$ cat src/rtl/parity_frame_tx.sv
// Serial framer: 2-deep buffer of parity-tagged bytes sent as start, 8 data bits MSB first, parity, stop.
// tx_out is registered; the start bit appears two cycles after an accepting strobe into an idle block.
module parity_frame_tx #(
  parameter int CLKS_PER_BIT = 4
) (
  input  logic       clk,
  input  logic       asyn_rst,
  input  logic       valid_in,
  input  logic [7:0] data_in,
  input  logic       parity_in,
  output logic       tx_out,
  output logic       busy,
  output logic       frame_done,
  output logic       overflow,
  output logic       parity_err
);
  localparam logic [7:0] LAST_CYC = 8'(CLKS_PER_BIT - 1);

  typedef enum logic [2:0] {IDLE, START, DATA, PARITY, STOP} state_t;

  state_t     state_q, state_d;
  logic [7:0] cyc_q, cyc_d;
  logic [2:0] bit_q, bit_d;
  logic [7:0] data_q, data_d;
  logic       par_q, par_d;
  logic       tx_q, tx_d;
  logic [8:0] mem_q [2];
  logic       rd_ptr_q, wr_ptr_q;
  logic [1:0] cnt_q, cnt_d;
  logic       ovf_q, perr_q;
  logic       pop, push, last_cyc;

  assign last_cyc = (cyc_q == LAST_CYC);
  // A full buffer still accepts a byte on the edge where the framer pops its head.
  assign push  = valid_in && ((cnt_q != 2'd2) || pop);
  assign cnt_d = cnt_q + {1'b0, push} - {1'b0, pop};

  always_comb begin
    state_d = state_q;
    cyc_d   = cyc_q;
    bit_d   = bit_q;
    data_d  = data_q;
    par_d   = par_q;
    pop     = 1'b0;
    tx_d    = 1'b1;
    case (state_q)
      IDLE:    if (cnt_q != 2'd0) pop = 1'b1;
      START:   if (last_cyc) state_d = DATA;
      DATA:    if (last_cyc && bit_q == 3'd7) state_d = PARITY;
      PARITY:  if (last_cyc) state_d = STOP;
      STOP: begin
        if (last_cyc) begin
          if (cnt_q != 2'd0) pop = 1'b1;
          else               state_d = IDLE;
        end
      end
      default: state_d = IDLE;
    endcase
    if (pop) begin
      state_d          = START;
      {data_d, par_d}  = mem_q[rd_ptr_q];
    end
    if (state_q != IDLE) begin
      cyc_d = last_cyc ? 8'd0 : cyc_q + 8'd1;
      if (state_q == DATA && last_cyc) bit_d = bit_q + 3'd1;
    end
    // Line value is computed from the next state so the register leads the FSM by nothing.
    case (state_d)
      START:   tx_d = 1'b0;
      DATA:    tx_d = data_d[3'd7 - bit_d];
      PARITY:  tx_d = par_d;
      default: tx_d = 1'b1;
    endcase
  end

  always_ff @(posedge clk or negedge asyn_rst) begin
    if (!asyn_rst) begin
      state_q  <= IDLE;
      cyc_q    <= 8'd0;
      bit_q    <= 3'd0;
      data_q   <= 8'd0;
      par_q    <= 1'b0;
      tx_q     <= 1'b1;
      mem_q[0] <= 9'd0;
      mem_q[1] <= 9'd0;
      rd_ptr_q <= 1'b0;
      wr_ptr_q <= 1'b0;
      cnt_q    <= 2'd0;
      ovf_q    <= 1'b0;
      perr_q   <= 1'b0;
    end else begin
      state_q <= state_d;
      cyc_q   <= cyc_d;
      bit_q   <= bit_d;
      data_q  <= data_d;
      par_q   <= par_d;
      tx_q    <= tx_d;
      cnt_q   <= cnt_d;
      if (pop) rd_ptr_q <= ~rd_ptr_q;
      if (push) begin
        mem_q[wr_ptr_q] <= {data_in, parity_in};
        wr_ptr_q        <= ~wr_ptr_q;
      end
      ovf_q  <= valid_in && !push;
      perr_q <= push && (parity_in != ^data_in);
    end
  end

  assign tx_out     = tx_q;
  assign busy       = (state_q != IDLE) || (cnt_q != 2'd0);
  assign frame_done = (state_q == STOP) && last_cyc;
  assign overflow   = ovf_q;
  assign parity_err = perr_q;

endmodule

$ cat config.mk
export PLATFORM = sky130hd
export DESIGN_NAME = parity_frame_tx
export DESIGN_NICKNAME = d
export VERILOG_FILES = /design/src/rtl/parity_frame_tx.sv
export SDC_FILE = /design/constraint.sdc
export NUM_CORES = 1
export LEC_CHECK = 0
export ABC_AREA = 1
export CAP_MARGIN = 20
export CORE_AREA = 2 2 77 64
export DETAILED_ROUTE_END_ITERATION = 16
export DIE_AREA = 0 0 79 66
export PLACE_DENSITY_LB_ADDON = 0.15
export REMOVE_ABC_BUFFERS = 1
export SYNTH_ARGS = -nofsm -noshare
export SYNTH_HDL_FRONTEND = slang
export SYNTH_SLANG_ARGS = --single-unit
$ cat constraint.sdc
create_clock -name clk -period 2.3 [get_ports clk]
set_input_delay 0.345 -clock clk [delete_from_list [all_inputs] [get_ports clk]]
set_output_delay 0.345 -clock clk [all_outputs]
set_load 0.005 [all_outputs]
# After elaboration in Yosys (flattened, before gate mapping)

Index checks and enable logic that the tools add are counted.

Bits in registers: 48
Input port bits: 12
Output and inout port bits: 5
Word-level logic and storage cells: 75

Add/subtract/negate cells: 5
$lt $le $gt $ge: 4
Equality and inequality tests: 11
Mux-type cells: 24
Bitwise logic cells: 4
Reductions and logical operators: 14

Operator list:

| kind                                                                  | count |
|---|---|
| 9-bit 2-to-1 mux                                                      | 4 |
| 3-bit 2-to-1 mux                                                      | 8 |
| 18-bit bitwise mux                                                    | 1 |
| 8-bit 2-to-1 mux                                                      | 2 |
| 3-bit one-hot mux with 5 select lines                                 | 1 |
| 3-bit by 2-bit == test with 1-bit output (second input constant)      | 4 |
| 9-bit demux with 1-bit select                                         | 1 |
| 8-bit by 1-bit adder with 8-bit output (second input constant)        | 1 |
| 8-bit by 2-bit == test with 1-bit output (second input constant)      | 1 |
| 8-bit parity                                                          | 1 |
| 1-bit logical AND                                                     | 7 |
| 3-bit by 1-bit == test with 1-bit output (second input constant)      | 2 |
| 3-bit == test (second input constant)                                 | 2 |
| 2-bit >= comparator (second input constant)                           | 2 |
| 3-bit by 4-bit < comparator with 1-bit output (second input constant) | 1 |
| 1-bit 2-to-1 mux                                                      | 4 |
| 1-bit NOT with 2-bit output                                           | 2 |
| 3-bit by 1-bit adder with 3-bit output (second input constant)        | 1 |
| 1-bit binary-select mux with 3-bit select                             | 1 |
| 3-bit zero test                                                       | 1 |
| 1-bit one-hot mux with 3 select lines                                 | 1 |
| 3-bit nonzero test                                                    | 1 |
| 3-bit subtractor (first input constant)                               | 1 |
| 2-bit by 1-bit adder with 2-bit output                                | 1 |
| 9 further kinds                                                       | 11 |

# Logic depth before layout (Yosys ltp)

Gate-level depths: netlist (run 1).

Depth after elaboration: 8
Depth in mapped cells: 14
Mapped depth without buffers: 13

# Worst setup path after synthesis (run 1)

No wires, ideal clock.

Path kind: reg-to-reg
Start point: reg cyc_q[0]
End point: reg cnt_q[1]
Library setup time: 0.123 ns
Data arrival time: 1.782 ns
Data required time: 2.177 ns
Path slack: 0.395 ns
Stages on the path, launching flop included: 13
Buffers on the path: 1
Clock period less this slack: 1.905 ns
Path through: dfrtp_1 > ha_1 > nand2_1 > nor2_2 > nand2_2 > nand2_4 > nand2_4 > buf_4 > inv_2 > ha_1 > inv_1 > ha_1 > xnor2_1

Word-level cells in the longest chain between the ends: 7

RTL lines:

| element                                         | line | RTL |
|---|---|---|
| from (decl)                                     | 22   | `logic [7:0] cyc_q, cyc_d;` |
| from (signal assigned)                          | 93   | `cyc_q <= cyc_d;` |
| 8-bit by 2-bit == test with 1-bit output (*)    | 33   | `assign last_cyc = (cyc_q == LAST_CYC);` |
| 1-bit 2-to-1 mux (*)                            | 52   | `if (last_cyc) begin` |
| 1-bit one-hot mux with 2 select lines (*)       | 46   | `case (state_q)` |
| 1-bit logical OR                                | 35   | `assign push = valid_in && ((cnt_q != 2'd2) \|\| pop);` |
| 1-bit logical AND                               | 35   |  |
| 2-bit by 1-bit adder with 2-bit output          | 36   | `assign cnt_d = cnt_q + {1'b0, push} - {1'b0, pop};` |
| 2-bit by 1-bit subtractor with 2-bit output (*) | 36   |  |
| net cnt_d[1]                                    | 29   | `logic [1:0] cnt_q, cnt_d;` |
| to (signal assigned)                            | 98   | `cnt_q <= cnt_d;` |
| to (decl)                                       | 29   |  |

The timed path passes the listed nets; every way through them passes the cells marked *.
A chain may end at the register's enable or synchronous reset.

# Final worst setup path (run 1)

Start point: reg cyc_q[0]
End point: out frame_done

Word-level cells in the longest chain between the ends: 2

RTL lines:

| element                                  | line | RTL |
|---|---|---|
| 8-bit by 2-bit == test with 1-bit output | 33   |  |
| 1-bit logical AND                        | 111  | `assign frame_done = (state_q == STOP) && last_cyc;` |
| to (decl)                                | 13   | `output logic frame_done,` |

No other way between the ends.

==> results.cfg, run 1 <==
[grt]
antenna_found_initial = 0
grt_overflow_total = 0
grt_pass1_vias = 1682
grt_usage = 0.195
grt_start_max_net_pins = 36
grt_pass1_wl_um = 7760

[finish]
antenna_cells = 0
layout_common_cells = dfrtp_1 (47), nand2_1 (40), inv_1 (35)
num-fill-cells = 418
mostFrequentLayoutCell = dfrtp_1
drive_gt1_frac = 0.142
fin_nets = 312
syn2layout_area_growth_pct = 14.2
postLayoutCoreUtil = 0.635

[synth]
yosysTopAreaCellShare = 0.474
synth_edf_count = 0
yosys.area.top_type = dfrtp_1
ys_seq_elements = 48
ys_types = 30
synth_warnings = 0
async_reset_ff_frac = 1.00
synth.top_cells.by_area = dfrtp_1 (47%), nand3_1 (6.5%), nand2_1 (6.1%)
synthesis.area_um2 = 2480
syn_inst = 273
ys_seq_area_frac = 0.485
synth_flop_cell = dfrtp_1
avgSynthCellArea_um2 = 9.08

[power_and_ir_drop]
p_leak_uw = 0.00138
switchingPower_uw = 1380
power_density_nw_per_um2 = 1300
p_sw_frac = 0.376
power_frac_comb = 0.419
p_int_uw = 2290
pwr-share-seq = 0.405
max-vdd-ir-drop_uv = 748
power.share.clock = 0.176

[clock_network]
root_buffer = clkbuf_8
cts_max_level = 2
clk_pin_slew_ns = 0.10
cts.path.max_buffers = 2
cts.sinks = 48
cts_buffers = 5
clock_latency_ns = 0.31
cts_tree = yes

[worst_setup_path]
r2r_start = cyc_q[0]
timing.rr.end = cnt_q[1]
cp_cell_sequence = ha_2 > nand2_1 > nor2_2 > nand2_2 > nor2_1 > clkdlybuf4s50_1
crit_arrival_ns = 1.87
crit_family = buffers and inverters
cp-start-kind = flop
r2r_slack_ns = 0.16
crit_fanout = 6
ff2ff_path_depth = 12
criticalPathCategory = flop to primary output
end_kind = primary output
cp.required_ns = 1.96
crit_buf_inv = 1
max_stage_delay_ns = 0.50
critical_path.slowest_cell = clkdlybuf4s50_1

[sta]
finalSetupViolations = 0
max_freq_mhz = 452
hold_viol_final = 0
min_period_over_period = 0.963
drv_slew = 0
worstMarginPinSlew_ns = 0.748
final.setup.worst_slack_ns = 0.0860
rsz0062_at_grt = no
relSlewSlack = 0.501
setup_tns_ns = 0
min_period_ns = 2.21
finClkSkew_ns = 0.0147

[place]
hpwl_um = 3310
post-place-ws_ns = 0.159
port_buffers = 16
globalplace.congestion = 0.823

[status]
status = finished, final reports clean

[detailed_routing]
routed-via-count = 1760
first_pass_iters = 4
drt-wirelength-per-cell_um = 12.6
post-route-drc-count = 0
detail-route-antenna-nets = 0
drtIter0Drc = 57
routed_wl_um = 4470
via_per_inst = 4.94

[floorplanning]
die_h_um = 66
ios = 17
start_util = 0.556
fp-row-count = 22
die_w_um = 79
dieArea_um2 = 5210
core_um2 = 4460

[hold_path]
hp-class = input port to asynchronous set/reset pin

[run]
drv_cap = 0
## how the worst max path moves through the flow
stage | startpoint | endpoint | slack [ns] | cells past startpoint
4_1_cts | cyc_q[0] | frame_done | 0.06 | 6
5_1_grt | cyc_q[0] | frame_done | 0.003 | 6
6_report | cyc_q[0] | frame_done | 0.09 | 6
3_5_place_dp | cyc_q[0] | cnt_q[1] | 0.16 | 12
3_3_place_gp | cyc_q[0] | cnt_q[1] | 0.23 | 12
2_1_floorplan | cyc_q[0] | cnt_q[1] | 0.34 | 12
## final cells by class
| type | count | area (um2) | share of cell area |
|---|---|---|---|
| sequential | 48 | 1200 | 0.424 |
| timing repair buffer | 19 | 178 | 0.0627 |
| inverter | 40 | 150 | 0.0530 |
| clock inverter | 2 | 38.8 | 0.0137 |
| clock buffer | 6 | 82.6 | 0.0292 |
| tap | 60 | 75.1 | 0.0265 |
| multi-input combinational | 181 | 1110 | 0.390 |
## cell families after synthesis
family | after synthesis | synth area share
xor gates and xnor gates | 15 | 0.0530
buffers and inverters | 44 | 0.0701
AOI/OAI and AO/OA | 27 | 0.0580
adders and majority gates | 5 | 0.0252
DFF | 48 | 0.485
muxes | 10 | 0.0590
and+or+nand+nor | 124 | 0.250
## worst register-to-register path, delay by kind of cell (launching register included)
family	cells	cell delay, ns
xor+xnor	1	0.12
fa+ha+maj	3	0.68
buf+inv	1	0.04
flops	1	0.38
simple gates	7	0.84
## power groups by stage
stage / clock network (uW) / registers [uW] / logic (uW)
floorplan: 0 / 1440 / 1210
global placement: 0 / 1490 / 1500
detailed placement: 0 / 1500 / 1540
CTS: 656 / 1490 / 1560
global route: 690 / 1530 / 1760
finish: 646 / 1490 / 1540
## timing repair
action / CTS / global route
setup buffers: 0 / 0
endpoints found under the setup margin: 0 / 1
resized for setup: 0 / 1
hold buffers: 0 / 0
## per-layer routing
| layer | wire [um] | track usage |
|---|---|---|
| met1 | 2300 | 0.274 |
| met2 | 1900 | 0.291 |
| met3 | 180 | 0.0505 |
| met4 | 82 | 0.0776 |
| met5 | 0 | 0 |
## through the flow
stage / area, um2 / hold slack, ns / instances / total power (uW)
floorplan: 2460 / 0.0494 / 269 / 2650
global placement: 2710 / 0.456 / 348 / 2990
detailed placement: 2710 / 0.456 / 348 / 3040
CTS: 2830 / 0.121 / 356 / 3700
global route: 2830 / 0.151 / 356 / 3990
finish: 2830 / 0.0990 / 356 / 3680
## registers in the layout, summed over array words and instances, names as in the netlist
register and count:
bit_q 3, cnt_q 2, cyc_q 8, data_q 8, mem_q 18, overflow 1, par_q 1, parity_err 1
rd_ptr_q 1, state_q 3, tx_out 1, wr_ptr_q 1
## synth_stat cells (5+ instances only)
cell	instances
nand2_1	40
dfrtp_1	47
and2_1	8
inv_2	5
ha_1	5
inv_1	35
xor2_1	8
a21oi_1	13
nand3_1	32
o21ai_0	12
nor2_1	27
mux2_4	9
xnor2_1	7
Note: power is estimated with default switching activity, not from simulation.
==> run 2: changes to the inputs <==
--- a/config.mk
+++ b/config.mk
@@ -8,9 +8,11 @@
 export ABC_AREA = 1
 export CAP_MARGIN = 20
 export CORE_AREA = 2 2 77 64
+export CTS_CLUSTER_SIZE = 30
 export DETAILED_ROUTE_END_ITERATION = 16
 export DIE_AREA = 0 0 79 66
-export PLACE_DENSITY_LB_ADDON = 0.15
+export HOLD_SLACK_MARGIN = 0.12
+export PLACE_DENSITY = 0.88
 export REMOVE_ABC_BUFFERS = 1
 export SYNTH_ARGS = -nofsm -noshare
 export SYNTH_HDL_FRONTEND = slang
==> run 2 against run 1 <==
  * Clock skew down 0.0099 ns
  * Combinational power about the same
  * Utilization down 0.67 points
  * Highest routed layer unchanged
==> results.cfg, run 2 (same netlist as run 1, synthesis figures left out) <==
[status]
status = finished, final reports clean

[finish]
syn2layout_area_growth_pct = 13.0
antenna_cells = 0
seq_area_um2 = 1200
layout_common_cells = dfrtp_1 (47), nand2_1 (40), inv_1 (35)
fin_nets = 311
largest_reg_flops = 18
num-fill-cells = 382
drive_gt1_frac = 0.139
reg_top3 = mem_q (18), cyc_q (8), data_q (8)
regMostFlops = mem_q
mostFrequentLayoutCell = dfrtp_1
multiInputGateArea_um2 = 1110

[sta]
finClkSkew_ns = 0.00481
min_period_ns = 2.19
rsz0062_at_grt = no
setup_tns_ns = 0
hold_viol_final = 0
max_freq_mhz = 457
finalSetupViolations = 0
final.setup.worst_slack_ns = 0.110
relSlewSlack = 0.464
min_period_over_period = 0.952
worstMarginPinSlew_ns = 0.805
drv_slew = 0

[clock_network]
cts_resized = 0
cts_tree = yes
cts.sinks = 48
cts_setup_buffers = 0
cts_buffers = 5
cts_max_level = 2
hold_buffers = 0
clk_pin_slew_ns = 0.08
root_buffer = clkbuf_8
clock_latency_ns = 0.30
cts.path.max_buffers = 2

[place]
hpwl_um = 3370
globalplace.congestion = 0.830
post-place-ws_ns = 0.182
port_buffers = 16

[worst_setup_path]
criticalPathCategory = flop to primary output
r2r_slack_ns = 0.20
crit_fanout = 6
crit_arrival_ns = 1.85
cp.required_ns = 1.96
end_kind = primary output
cp-start-kind = flop

[power_and_ir_drop]
p_leak_uw = 0.00137
power_density_nw_per_um2 = 1270
max-vdd-ir-drop_uv = 736

[detailed_routing]
drt-wirelength-per-cell_um = 12.6
via_per_inst = 5.04
first_pass_iters = 4
routed_wl_um = 4450
routed-via-count = 1784
drtIter0Drc = 93
detail-route-antenna-nets = 0
post-route-drc-count = 0

[floorplanning]
fp-row-count = 22
die_h_um = 66
core_um2 = 4460
ios = 17
dieArea_um2 = 5210
start_util = 0.556
die_w_um = 79

[grt]
grt_pass1_wl_um = 7850
grt_usage = 0.195
grt_overflow_total = 0
antenna_found_initial = 0
grt_pass1_vias = 1739
grt_start_max_net_pins = 38

[run]
drv_cap = 0

[hold_path]
hp-class = input port to asynchronous set/reset pin
==> run 2: changes by cell type in the layout (fill, tap and decap cells not counted), sizes merged <==
cell | previous run | this run
buf | 4 | 3
bufinv | 1 | 0
==> run 2: cell type report <==
type / count / area share
tap: 60 / 0.0268
timing repair buffer: 18 / 0.0607
inverter: 40 / 0.0536
clock buffer: 6 / 0.0295
sequential: 48 / 0.429
clock inverter: 1 / 0.00312
multi-input combinational: 181 / 0.397
==> run 2: final timing paths <==
kind,startpoint,end,depth (start not counted)
min,asyn_rst,cyc_q[5],1
max reg2reg,cyc_q[1],cnt_q[1],12
min in group clk,mem_q[7],mem_q[7],1
max in group asynchronous,asyn_rst,data_q[1],2
min reg2reg,mem_q[7],mem_q[7],1
max,cyc_q[1],frame_done,6
==> run 2: stage by stage <==
step	instances	area (um2)	util	hold WS [ns]	power (uW)
2_1_floorplan	269	2460	-	0.0494	2650
3_3_place_gp	347	2700	0.606	0.481	2970
3_5_place_dp	347	2700	0.606	0.480	3060
4_1_cts	354	2790	0.626	0.156	3560
5_1_grt	354	2800	0.629	0.204	3860
6_report	354	2800	0.629	0.123	3550
==> run 2: where the power goes <==
part / switching, uW / internal (uW)
Sequential: 257 / 1240
Clock: 269 / 240
Combinational: 844 / 700
Total: 1370 / 2180
==> run 2: worst max-delay path: stages, from the launching register on <==
cell             delay [ns]
dfrtp_1                0.36
ha_2                   0.20
nand2_1                0.07
nor2_2                 0.16
nand2_4                0.10
nor2_2                 0.14
clkdlybuf4s50_1        0.51
==> run 2: routing by layer <==
metal | vias up | track usage | part of all wire
met4 | 0 | 0.0539 | 0.017
met2 | 39 | 0.321 | 0.47
met3 | 9 | 0.0410 | 0.038
met1 | 831 | 0.265 | 0.48
met5 | - | 0 | 0
li1 | 905 | - | -
==> run 3: changes to the inputs <==
--- a/config.mk
+++ b/config.mk
@@ -7,12 +7,12 @@
 export LEC_CHECK = 0
 export ABC_AREA = 1
 export CAP_MARGIN = 20
-export CORE_AREA = 2 2 77 64
+export CORE_AREA = 2 2 82 68
 export CTS_CLUSTER_SIZE = 30
 export DETAILED_ROUTE_END_ITERATION = 16
-export DIE_AREA = 0 0 79 66
+export DIE_AREA = 0 0 84 70
 export HOLD_SLACK_MARGIN = 0.12
-export PLACE_DENSITY = 0.88
+export PLACE_DENSITY = 0.8
 export REMOVE_ABC_BUFFERS = 1
 export SYNTH_ARGS = -nofsm -noshare
 export SYNTH_HDL_FRONTEND = slang
==> constraint.sdc (replaced) <==
create_clock -name clk -period 2.4 [get_ports clk]
set_input_delay 0.36 -clock clk [delete_from_list [all_inputs] [get_ports clk]]
set_output_delay 0.36 -clock clk [all_outputs]
set_load 0.005 [all_outputs]
==> run 3 against run 2 <==
  * Utilization shrank 8.6 points
  * First-iteration DRC count grew 30%
  * Power shrank 3.7%
  * Non-clock buffer count grew 2
  * Worst hold slack gained 0.37 ns
  * Cell area grew 0.49%
  * Combinational power shrank 4%
  * Sequential power shrank 5%
  * Via count grew 1.1%
  * Global-route usage shrank 2.0 points
  * Critical endpoint unchanged
  * Highest routed layer unchanged
==> results.cfg, run 3 (same netlist as run 1, synthesis figures left out) <==
[finish]
multiInputGateArea_um2 = 1100
regMostFlops = mem_q
syn2layout_area_growth_pct = 13.6
drive_gt1_frac = 0.135
stdcell_area_um2 = 2820
fin_nets = 313
reg_top3 = mem_q (18), cyc_q (8), data_q (8)
antenna_cells = 0
final_cells = 361
largest_reg_flops = 18
mostFrequentLayoutCell = dfrtp_1
seq_area_um2 = 1200
num-fill-cells = 464
layout_common_cells = dfrtp_1 (47), nand2_1 (40), inv_1 (35)

[power_and_ir_drop]
pwr-share-seq = 0.417
max-vdd-ir-drop_uv = 622
p_sw_frac = 0.390
p_int_uw = 2090
switchingPower_uw = 1330
power_frac_comb = 0.433
p_leak_uw = 0.00137
power.share.clock = 0.150
power_density_nw_per_um2 = 1210

[sta]
whs_ns = 0.496
max_freq_mhz = 447
min_period_ns = 2.24
finClkSkew_ns = 0.0179
worstMarginPinSlew_ns = 0.515
min_period_over_period = 0.932
drv_slew = 0
rsz0062_at_grt = no
finalSetupViolations = 0
final.setup.worst_slack_ns = 0.163
relSlewSlack = 0.657
setup_tns_ns = 0
hold_viol_final = 0

[grt]
antenna_found_initial = 0
grt_pass1_wl_um = 8310
grt_pass1_vias = 1821
grt_start_max_net_pins = 20
grt_overflow_total = 0
grt_usage = 0.176

[floorplanning]
die_h_um = 70
start_util = 0.477
core_um2 = 5190
die_w_um = 84
fp-row-count = 24
dieArea_um2 = 5880
ios = 17

[clock_network]
cts_resized = 0
cts.sinks = 48
hold_buffers = 1
cts_buffers = 5
cts_setup_buffers = 0
clock_latency_ns = 0.31
cts.path.max_buffers = 2
cts_max_level = 2
clk_pin_slew_ns = 0.10
cts_tree = yes
root_buffer = clkbuf_8

[run]
drv_cap = 0

[status]
status = finished, final reports clean

[detailed_routing]
routed-via-count = 1804
post-route-drc-count = 0
routed_wl_um = 4540
via_per_inst = 5.00
drt-wirelength-per-cell_um = 12.6
detail-route-antenna-nets = 0
first_pass_iters = 4
drtIter0Drc = 121

[place]
dp.cells = 353
hpwl_um = 3450
port_buffers = 16
placed_cell_area_um2 = 2720
post-place-ws_ns = 0.235
globalplace.congestion = 0.798

[worst_setup_path]
setup.worst_path.start = cyc_q[0]
cp.required_ns = 2.04
crit_path_end = frame_done
crit_arrival_ns = 1.88
r2r_start = cyc_q[0]
crit_fanout = 6
timing.rr.end = cnt_q[1]
criticalPathCategory = flop to primary output
r2r_slack_ns = 0.25
end_kind = primary output
cp-start-kind = flop
ff2ff_path_depth = 12

[hold_path]
hp-class = input port to asynchronous set/reset pin
[run 3: cell count changes in the layout (fill, tap and decap cells not counted)]
| cell | previous run | this run |
|---|---|---|
| ha_2 | 1 | 0 |
| nand2_2 | 0 | 1 |
| dlygate4sd3_1 | 0 | 1 |
| ha_1 | 4 | 5 |
| nand2_4 | 4 | 3 |
| nor2_1 | 26 | 27 |
| buf_4 | 2 | 3 |
| nor2_2 | 4 | 3 |
[run 3: final cells by class]
class | instances | area share
well taps | 65 | 0.0289
flip-flops and latches | 48 | 0.427
multi-input cells | 181 | 0.392
clock buffers | 6 | 0.0293
inverters | 40 | 0.0533
clock inverters | 1 | 0.00311
repair buffers | 20 | 0.0666
[run 3: metrics by stage]
stage	utilization	total power, uW
after detailed placement	0.523	2930
after global routing	0.542	3730
final	0.542	3420
after CTS	0.542	3440
after global placement	0.523	2850
after floorplan	-	2540
[run 3: how the worst min path moves through the flow]
stage                        start       end  slack, ns  depth (start not counted)
after global placement    asyn_rst  cyc_q[5]       0.30                          1
after CTS                 asyn_rst  cyc_q[5]       0.51                          2
final                     asyn_rst  cyc_q[5]       0.50                          2
after global routing      mem_q[8]  mem_q[8]       0.53                          1
after detailed placement  asyn_rst  cyc_q[5]       0.32                          1
after floorplan           asyn_rst  bit_q[0]       0.06                          0
[run 3: power by group through the flow]
stage | logic (uW) | registers (uW) | clock network, uW
finish | 1480 | 1430 | 511
global route | 1710 | 1480 | 543
CTS | 1500 | 1430 | 516
detailed placement | 1480 | 1440 | 0
global placement | 1420 | 1430 | 0
floorplan | 1160 | 1380 | 0
[run 3: layer usage]
layer	track usage	up-vias	part of all wire	wire length, um
met2	0.273	26	0.46	2080
met3	0.0366	7	0.027	124
met1	0.248	856	0.50	2280
li1	-	915	-	-
met5	0	-	0	0
met4	0.0573	0	0.013	61
[run 3: worst max-delay path: stages, from the launching register on]
cell,delay (ns)
dfrtp_1,0.37
ha_1,0.21
nand2_1,0.08
nor2_2,0.13
nand2_2,0.12
nor2_1,0.13
clkdlybuf4s50_1,0.52
